File: src/rtl/mips_pkg.sv
// Shared MIPS core definitions: writeback data select and load-type codes.
package mips_pkg;

  localparam logic [31:0] RESET_PC_DEFAULT = 32'h0000_3000;

  typedef enum logic [1:0] {
    WD_SEL_ALU  = 2'd0,
    WD_SEL_MEM  = 2'd1,
    WD_SEL_LINK = 2'd2
  } wd_sel_e;

  typedef enum logic [2:0] {
    LOAD_LW  = 3'd0,
    LOAD_LH  = 3'd1,
    LOAD_LHU = 3'd2,
    LOAD_LB  = 3'd3,
    LOAD_LBU = 3'd4
  } load_type_e;

endpackage

File: src/rtl/wb_stage_load_ext.sv
// Little-endian byte/halfword extraction and sign/zero extension of a loaded word.
module load_ext
  import mips_pkg::*;
#(
  parameter int unsigned WIDTH = 32
) (
  input  logic [WIDTH-1:0] rdata,
  input  logic [1:0]       addr_lo,
  input  logic [2:0]       load_type,
  output logic [WIDTH-1:0] ext_data
);

  logic [7:0]  w_byte;
  logic [15:0] w_half;

  always_comb begin
    w_byte   = rdata[{addr_lo, 3'b000} +: 8];
    // addr_lo[0] is ignored for halfwords; misalignment traps before this point
    w_half   = addr_lo[1] ? rdata[31:16] : rdata[15:0];
    ext_data = rdata;
    case (load_type)
      LOAD_LB:  ext_data = {{(WIDTH-8){w_byte[7]}}, w_byte};
      LOAD_LBU: ext_data = {{(WIDTH-8){1'b0}}, w_byte};
      LOAD_LH:  ext_data = {{(WIDTH-16){w_half[15]}}, w_half};
      LOAD_LHU: ext_data = {{(WIDTH-16){1'b0}}, w_half};
      default:  ext_data = rdata;
    endcase
  end

endmodule

File: src/rtl/wb_stage.sv
// MEM/WB pipeline register and writeback data selection for the five-stage MIPS core.
module wb_stage
  import mips_pkg::*;
#(
  parameter int unsigned WIDTH    = 32,
  parameter logic [WIDTH-1:0] RESET_PC = RESET_PC_DEFAULT
) (
  input  logic             clk,
  input  logic             reset,
  input  logic             stall,
  input  logic             flush,
  input  logic             m_valid,
  input  logic [WIDTH-1:0] m_pc,
  input  logic             m_reg_wen,
  input  logic [4:0]       m_wreg,
  input  logic [1:0]       m_wd_sel,
  input  logic [WIDTH-1:0] m_alu_result,
  input  logic [WIDTH-1:0] m_mem_rdata,
  input  logic [2:0]       m_load_type,
  output logic [WIDTH-1:0] w_pc,
  output logic [4:0]       w_wreg,
  output logic [WIDTH-1:0] w_wd,
  output logic             w_wen,
  output logic             w_fwd_valid,
  output logic [31:0]      w_instret
);

  logic             r_valid;
  logic [WIDTH-1:0] r_pc;
  logic             r_reg_wen;
  logic [4:0]       r_wreg;
  logic [1:0]       r_wd_sel;
  logic [WIDTH-1:0] r_alu_result;
  logic [WIDTH-1:0] r_mem_rdata;
  logic [2:0]       r_load_type;
  logic [31:0]      r_instret;

  logic [WIDTH-1:0] w_load_data;

  always_ff @(posedge clk) begin
    if (reset || flush) begin
      r_valid      <= 1'b0;
      r_pc         <= RESET_PC;
      r_reg_wen    <= 1'b0;
      r_wreg       <= '0;
      r_wd_sel     <= '0;
      r_alu_result <= '0;
      r_mem_rdata  <= '0;
      r_load_type  <= '0;
      // flush inserts a bubble but keeps the retired count
      if (reset) r_instret <= '0;
    end else if (!stall) begin
      r_valid      <= m_valid;
      r_pc         <= m_pc;
      r_reg_wen    <= m_reg_wen;
      r_wreg       <= m_wreg;
      r_wd_sel     <= m_wd_sel;
      r_alu_result <= m_alu_result;
      r_mem_rdata  <= m_mem_rdata;
      r_load_type  <= m_load_type;
      if (m_valid) r_instret <= r_instret + 32'd1;
    end
  end

  load_ext #(
    .WIDTH(WIDTH)
  ) u_load_ext (
    .rdata    (r_mem_rdata),
    .addr_lo  (r_alu_result[1:0]),
    .load_type(r_load_type),
    .ext_data (w_load_data)
  );

  always_comb begin
    w_wd = r_alu_result;
    case (r_wd_sel)
      WD_SEL_MEM:  w_wd = w_load_data;
      WD_SEL_LINK: w_wd = r_pc + WIDTH'(8);
      default:     w_wd = r_alu_result;
    endcase
  end

  assign w_pc        = r_pc;
  assign w_wreg      = r_wreg;
  assign w_wen       = r_valid & r_reg_wen;
  assign w_fwd_valid = w_wen & (r_wreg != 5'd0);
  assign w_instret   = r_instret;

endmodule

File: config.mk
export PLATFORM = sky130hd
export DESIGN_NAME = wb_stage
export DESIGN_NICKNAME = d
export VERILOG_FILES = /design/src/rtl/mips_pkg.sv /design/src/rtl/wb_stage_load_ext.sv /design/src/rtl/wb_stage.sv
export SDC_FILE = /design/constraint.sdc
export NUM_CORES = 1
export LEC_CHECK = 0
export CAP_MARGIN = 20
export CELL_PAD_IN_SITES_DETAIL_PLACEMENT = 1
export CELL_PAD_IN_SITES_GLOBAL_PLACEMENT = 2
export CORE_ASPECT_RATIO = 1.2
export CORE_UTILIZATION = 28
export CTS_BUF_LIST = sky130_fd_sc_hd__clkbuf_16
export DETAILED_ROUTE_END_ITERATION = 8
export GPL_TIMING_DRIVEN = 0
export PLACE_DENSITY = 0.88
export SLEW_MARGIN = 20
export SYNTH_ARGS = -nofsm -noshare
export SYNTH_HDL_FRONTEND = slang
export SYNTH_SLANG_ARGS = --single-unit
File: constraint.sdc
create_clock -name clk -period 3.87 [get_ports clk]
set_input_delay 0.5805 -clock clk [delete_from_list [all_inputs] [get_ports clk]]
set_output_delay 0.5805 -clock clk [all_outputs]
set_load 0.01 [all_outputs]
==> flow_metrics.env <==
export IMPL_layout_nets=1187
export IMPL_crit_reg2reg_capture="w_instret[31]"
export IMPL_cellInternalPower_mw=2.80
export IMPL_asr_flop_ratio_synth_pct=0
export IMPL_fin_tns_setup_ns=0
export IMPL_maxClockFrequency_mhz=268
export IMPL_critical_path_slowest_cell="clkdlybuf4s50_1"
export IMPL_detailedPlacementHpwl_um=22000
export IMPL_row_count=64
export IMPL_crit_chain="clkbuf_1 > mux2i_1 > nor3b_1 > a2111o_1 > buf_2 > o221ai_1 > clkdlybuf4s50_1"
export IMPL_report_final_hold_viol_count=0
export IMPL_finalCritPeriodShare_pct=96.5
export IMPL_layout_area_overhead_vs_synth_pct=43.6
export IMPL_synth_nets=953
export IMPL_clock_power_share_pct=42.9
export IMPL_initial_core_utilization_pct=28.8
export IMPL_setup_violations_final=0
export IMPL_synth_top_cells_by_area="dfxtp_1 (29%), mux2i_1 (16%), edfxtp_1 (13%)"
export IMPL_grt_antenna_before_repair=0
export IMPL_final_period_minus_worst_setup_slack_ns=3.73
export IMPL_clock_insertion_delay_worst_skew_ns=0.43
export IMPL_cts_root_buffer_cell="clkbuf_16"
export IMPL_route_antenna_remaining_nets=0
export IMPL_r2r_setup_slack_ns=1.34
export IMPL_cts_max_level=4
export IMPL_power_share_combinational_pct=14.4
export IMPL_grt_max_degree=18
export IMPL_netSwitchingFraction_pct=26.8
export IMPL_postCtsHoldBufs=0
export IMPL_synth_top_area_share_pct=29.1
export IMPL_io_pins=215
export IMPL_die_height_um=180
export IMPL_hold_class="reg2reg"
export IMPL_worst_setup_hold_path_clk_slew_ns=0.06
export IMPL_cp_max_fo=10
export IMPL_routedLengthMet1_um=12800
export IMPL_worst_slew_pin_transition_ns=0.963
export IMPL_outcome="complete, no violations"
export IMPL_final_core_util_pct=41.4
export IMPL_cts_buffers_inserted=17
export IMPL_power_switching_mw=1.02
export IMPL_drt_first_iter_violations=332
export IMPL_grt_pass1_wl_um=43300
export IMPL_die_area_um2=27200
export IMPL_drt_total_wl_um=28400
export IMPL_design_core_area_um2=25800
export IMPL_overflow_after_grt=0
export IMPL_globalplace_congestion=0.851
export IMPL_drt_pass1_iterations=4
export IMPL_power_sequential_fraction_pct=42.7
export IMPL_clock_tree_from_tritoncts="done"
export IMPL_crit_arrival_ns=3.15
export IMPL_buffer_ports_inserted=213
export IMPL_dr_wl_met2_um=13500
export IMPL_detailroute_wirelength_met3_um=1430
export IMPL_maxSlewHeadroom_pct=35.8
export IMPL_drc=0
export IMPL_detail_route_vias_per_cell=5.09
export IMPL_crit_type="reg2out"
export IMPL_startpoint="r_alu_result[1]"
export IMPL_post_route_cell_area_um2=10700
export IMPL_final_max_slew_viol_count=0
export IMPL_reg2reg_depth=5
export IMPL_final_layout_size_suffix_gt1_share_pct=6.18
export IMPL_syn_cell_area_um2=7420
export IMPL_cap_viol_max_count=0
export IMPL_dpl_instance_area_um2=10000
export IMPL_clock_skew_after_layout_ns=0.0106
export IMPL_detail_route_wl_per_cell_um=20.1
export IMPL_first_global_vias=7285
export IMPL_regToRegStartpoint="w_instret[10]"
export IMPL_yosys_register_bits=140
export IMPL_numClockSinks=140
export IMPL_netlist_instances=837
export IMPL_critPathRequiredTime_ns=3.29
export IMPL_top_layer_used="met4"
export IMPL_cts_root_to_sink_buffers=2
export IMPL_ys_flop_type="dfxtp_1"
export IMPL_synth_edff_count=32
export IMPL_total_via_count_in_the_routed_design=7202
export IMPL_insertedDiodeCount=0
export IMPL_ys_warn_count=0
export IMPL_ir_worst_vdd_mv=0.233
export IMPL_total_power_mw=3.82
export IMPL_synth_area_per_cell_um2=8.87
export IMPL_worst_setup_path_start_kind="register"
export IMPL_yosysSeqAreaShare_pct=42.1
export IMPL_critical_path_max_stage_delay_ns=0.60
export IMPL_power_leakage_nw=3.87
export IMPL_worst_setup_path_end_kind="output port"
export IMPL_grtUsageTotal_pct=21.3
export IMPL_synth_largest_area_cell="dfxtp_1"
export IMPL_powerDensity_nw_per_um2=358
export IMPL_synth_cell_types=47
export IMPL_die_width_um=151
export IMPL_critical_path_endpoint="w_wd[23]"
-- cell usage in the layout (no fill, tap or decap), drive strengths merged, types with 25 or more instances in the layout --
cell type and instances:
clkdlybuf4s50 211, edfxtp 32, nor2 181, nand2 52, dfxtp 108, nand3 25, o221ai 27, clkbuf 65
mux2i 119, xnor2 39
-- cells by family (layout without fill, tap and decap cells) --
kind of cell / Yosys count / count (layout) / share of synthesized area, %
adder cells (fa/ha/maj): 4 / 4 / 0.674
flip-flops: 140 / 140 / 42.1
AO/OA/AOI/OAI: 100 / 100 / 9.32
multiplexers: 125 / 125 / 17.0
XOR/XNOR: 57 / 57 / 6.72
AND/OR/NAND/NOR: 340 / 340 / 20.7
buffers and inverters: 71 / 318 / 3.61
-- cells in the mapped netlist, drive strengths merged (4+ instances only) --
cell type,n
nand2,52
inv,12
nand3,25
dfxtp,108
nor3,11
and3,5
xor2,18
nand2b,6
edfxtp,32
nor2b,8
o211ai,5
clkbuf,50
nand4,15
buf,9
a21oi,21
nor2,181
nor4,16
o221ai,27
a22oi,7
and4,6
o21ai,21
mux2i,119
ha,4
and2,6
xnor2,39
mux2,6
-- how the worst min path moves through the flow --
stage	slack [ns]	depth (start not counted)	end	startpoint
final	0.48	2	r_valid	r_valid
after global routing	0.51	2	r_valid	r_valid
after CTS	0.48	2	r_valid	r_valid
after detailed placement	0.47	2	r_valid	r_valid
after global placement	0.46	2	r_valid	r_valid
after floorplan	0.44	2	r_valid	r_valid
-- state kept, by name (all words and copies together), names as in the netlist --
signal and flops:
r_mem_rdata 32, r_wd_sel 2, r_load_type 3, w_pc 32
r_alu_result 32, r_valid 1, w_wreg 5, w_instret 32
r_reg_wen 1
-- final cells by class --
cell class	count	area, um^2
inverter	12	45.0
sequential	140	3130
timing repair buffer	216	2180
fill	2962	15100
tap	330	413
clock buffer	17	425
buffer	58	235
clock inverter	15	150
multi-input combinational	626	4090
-- stage by stage --
| step | std cells | hold WS (ns) | setup slack (ns) |
|---|---|---|---|
| after global placement | 1380 | 0.456 | -0.480 |
| after detailed placement | 1381 | 0.471 | 0.154 |
| after CTS | 1413 | 0.481 | 0.0200 |
| after floorplan | 837 | 0.441 | 0.671 |
| after global routing | 1414 | 0.506 | -0.00812 |
| final | 1414 | 0.476 | 0.136 |
-- layer usage --
metal	global-route usage, %	vias up
met2	34.7	208
met5	0	-
met1	27.9	3531
met4	7.28	0
met3	3.87	38
li1	-	3425
-- power groups by stage --
stage,sequential (mW),clock [mW],combinational [mW]
final,1.63,1.64,0.551
after global routing,1.64,1.72,0.596
after global placement,1.66,0,0.538
after floorplan,1.65,0,0.238
after detailed placement,1.66,0,0.550
after CTS,1.63,1.68,0.555
-- critical path: cells and delay by family, from the launching register on --
| kind | cells | cell delay, ns |
|---|---|---|
| buf+inv | 3 | 1.23 |
| compound gates | 2 | 0.74 |
| simple gates | 1 | 0.20 |
| mux | 1 | 0.26 |
| flops | 1 | 0.30 |
-- timing repair --
item,in CTS,in global routing
gates resized for setup,13,21
setup endpoints to repair,28,25
endpoints found under the hold margin,0,0
setup buffers,1,1
pin swaps,1,1
(Power assumes the default switching activity.)
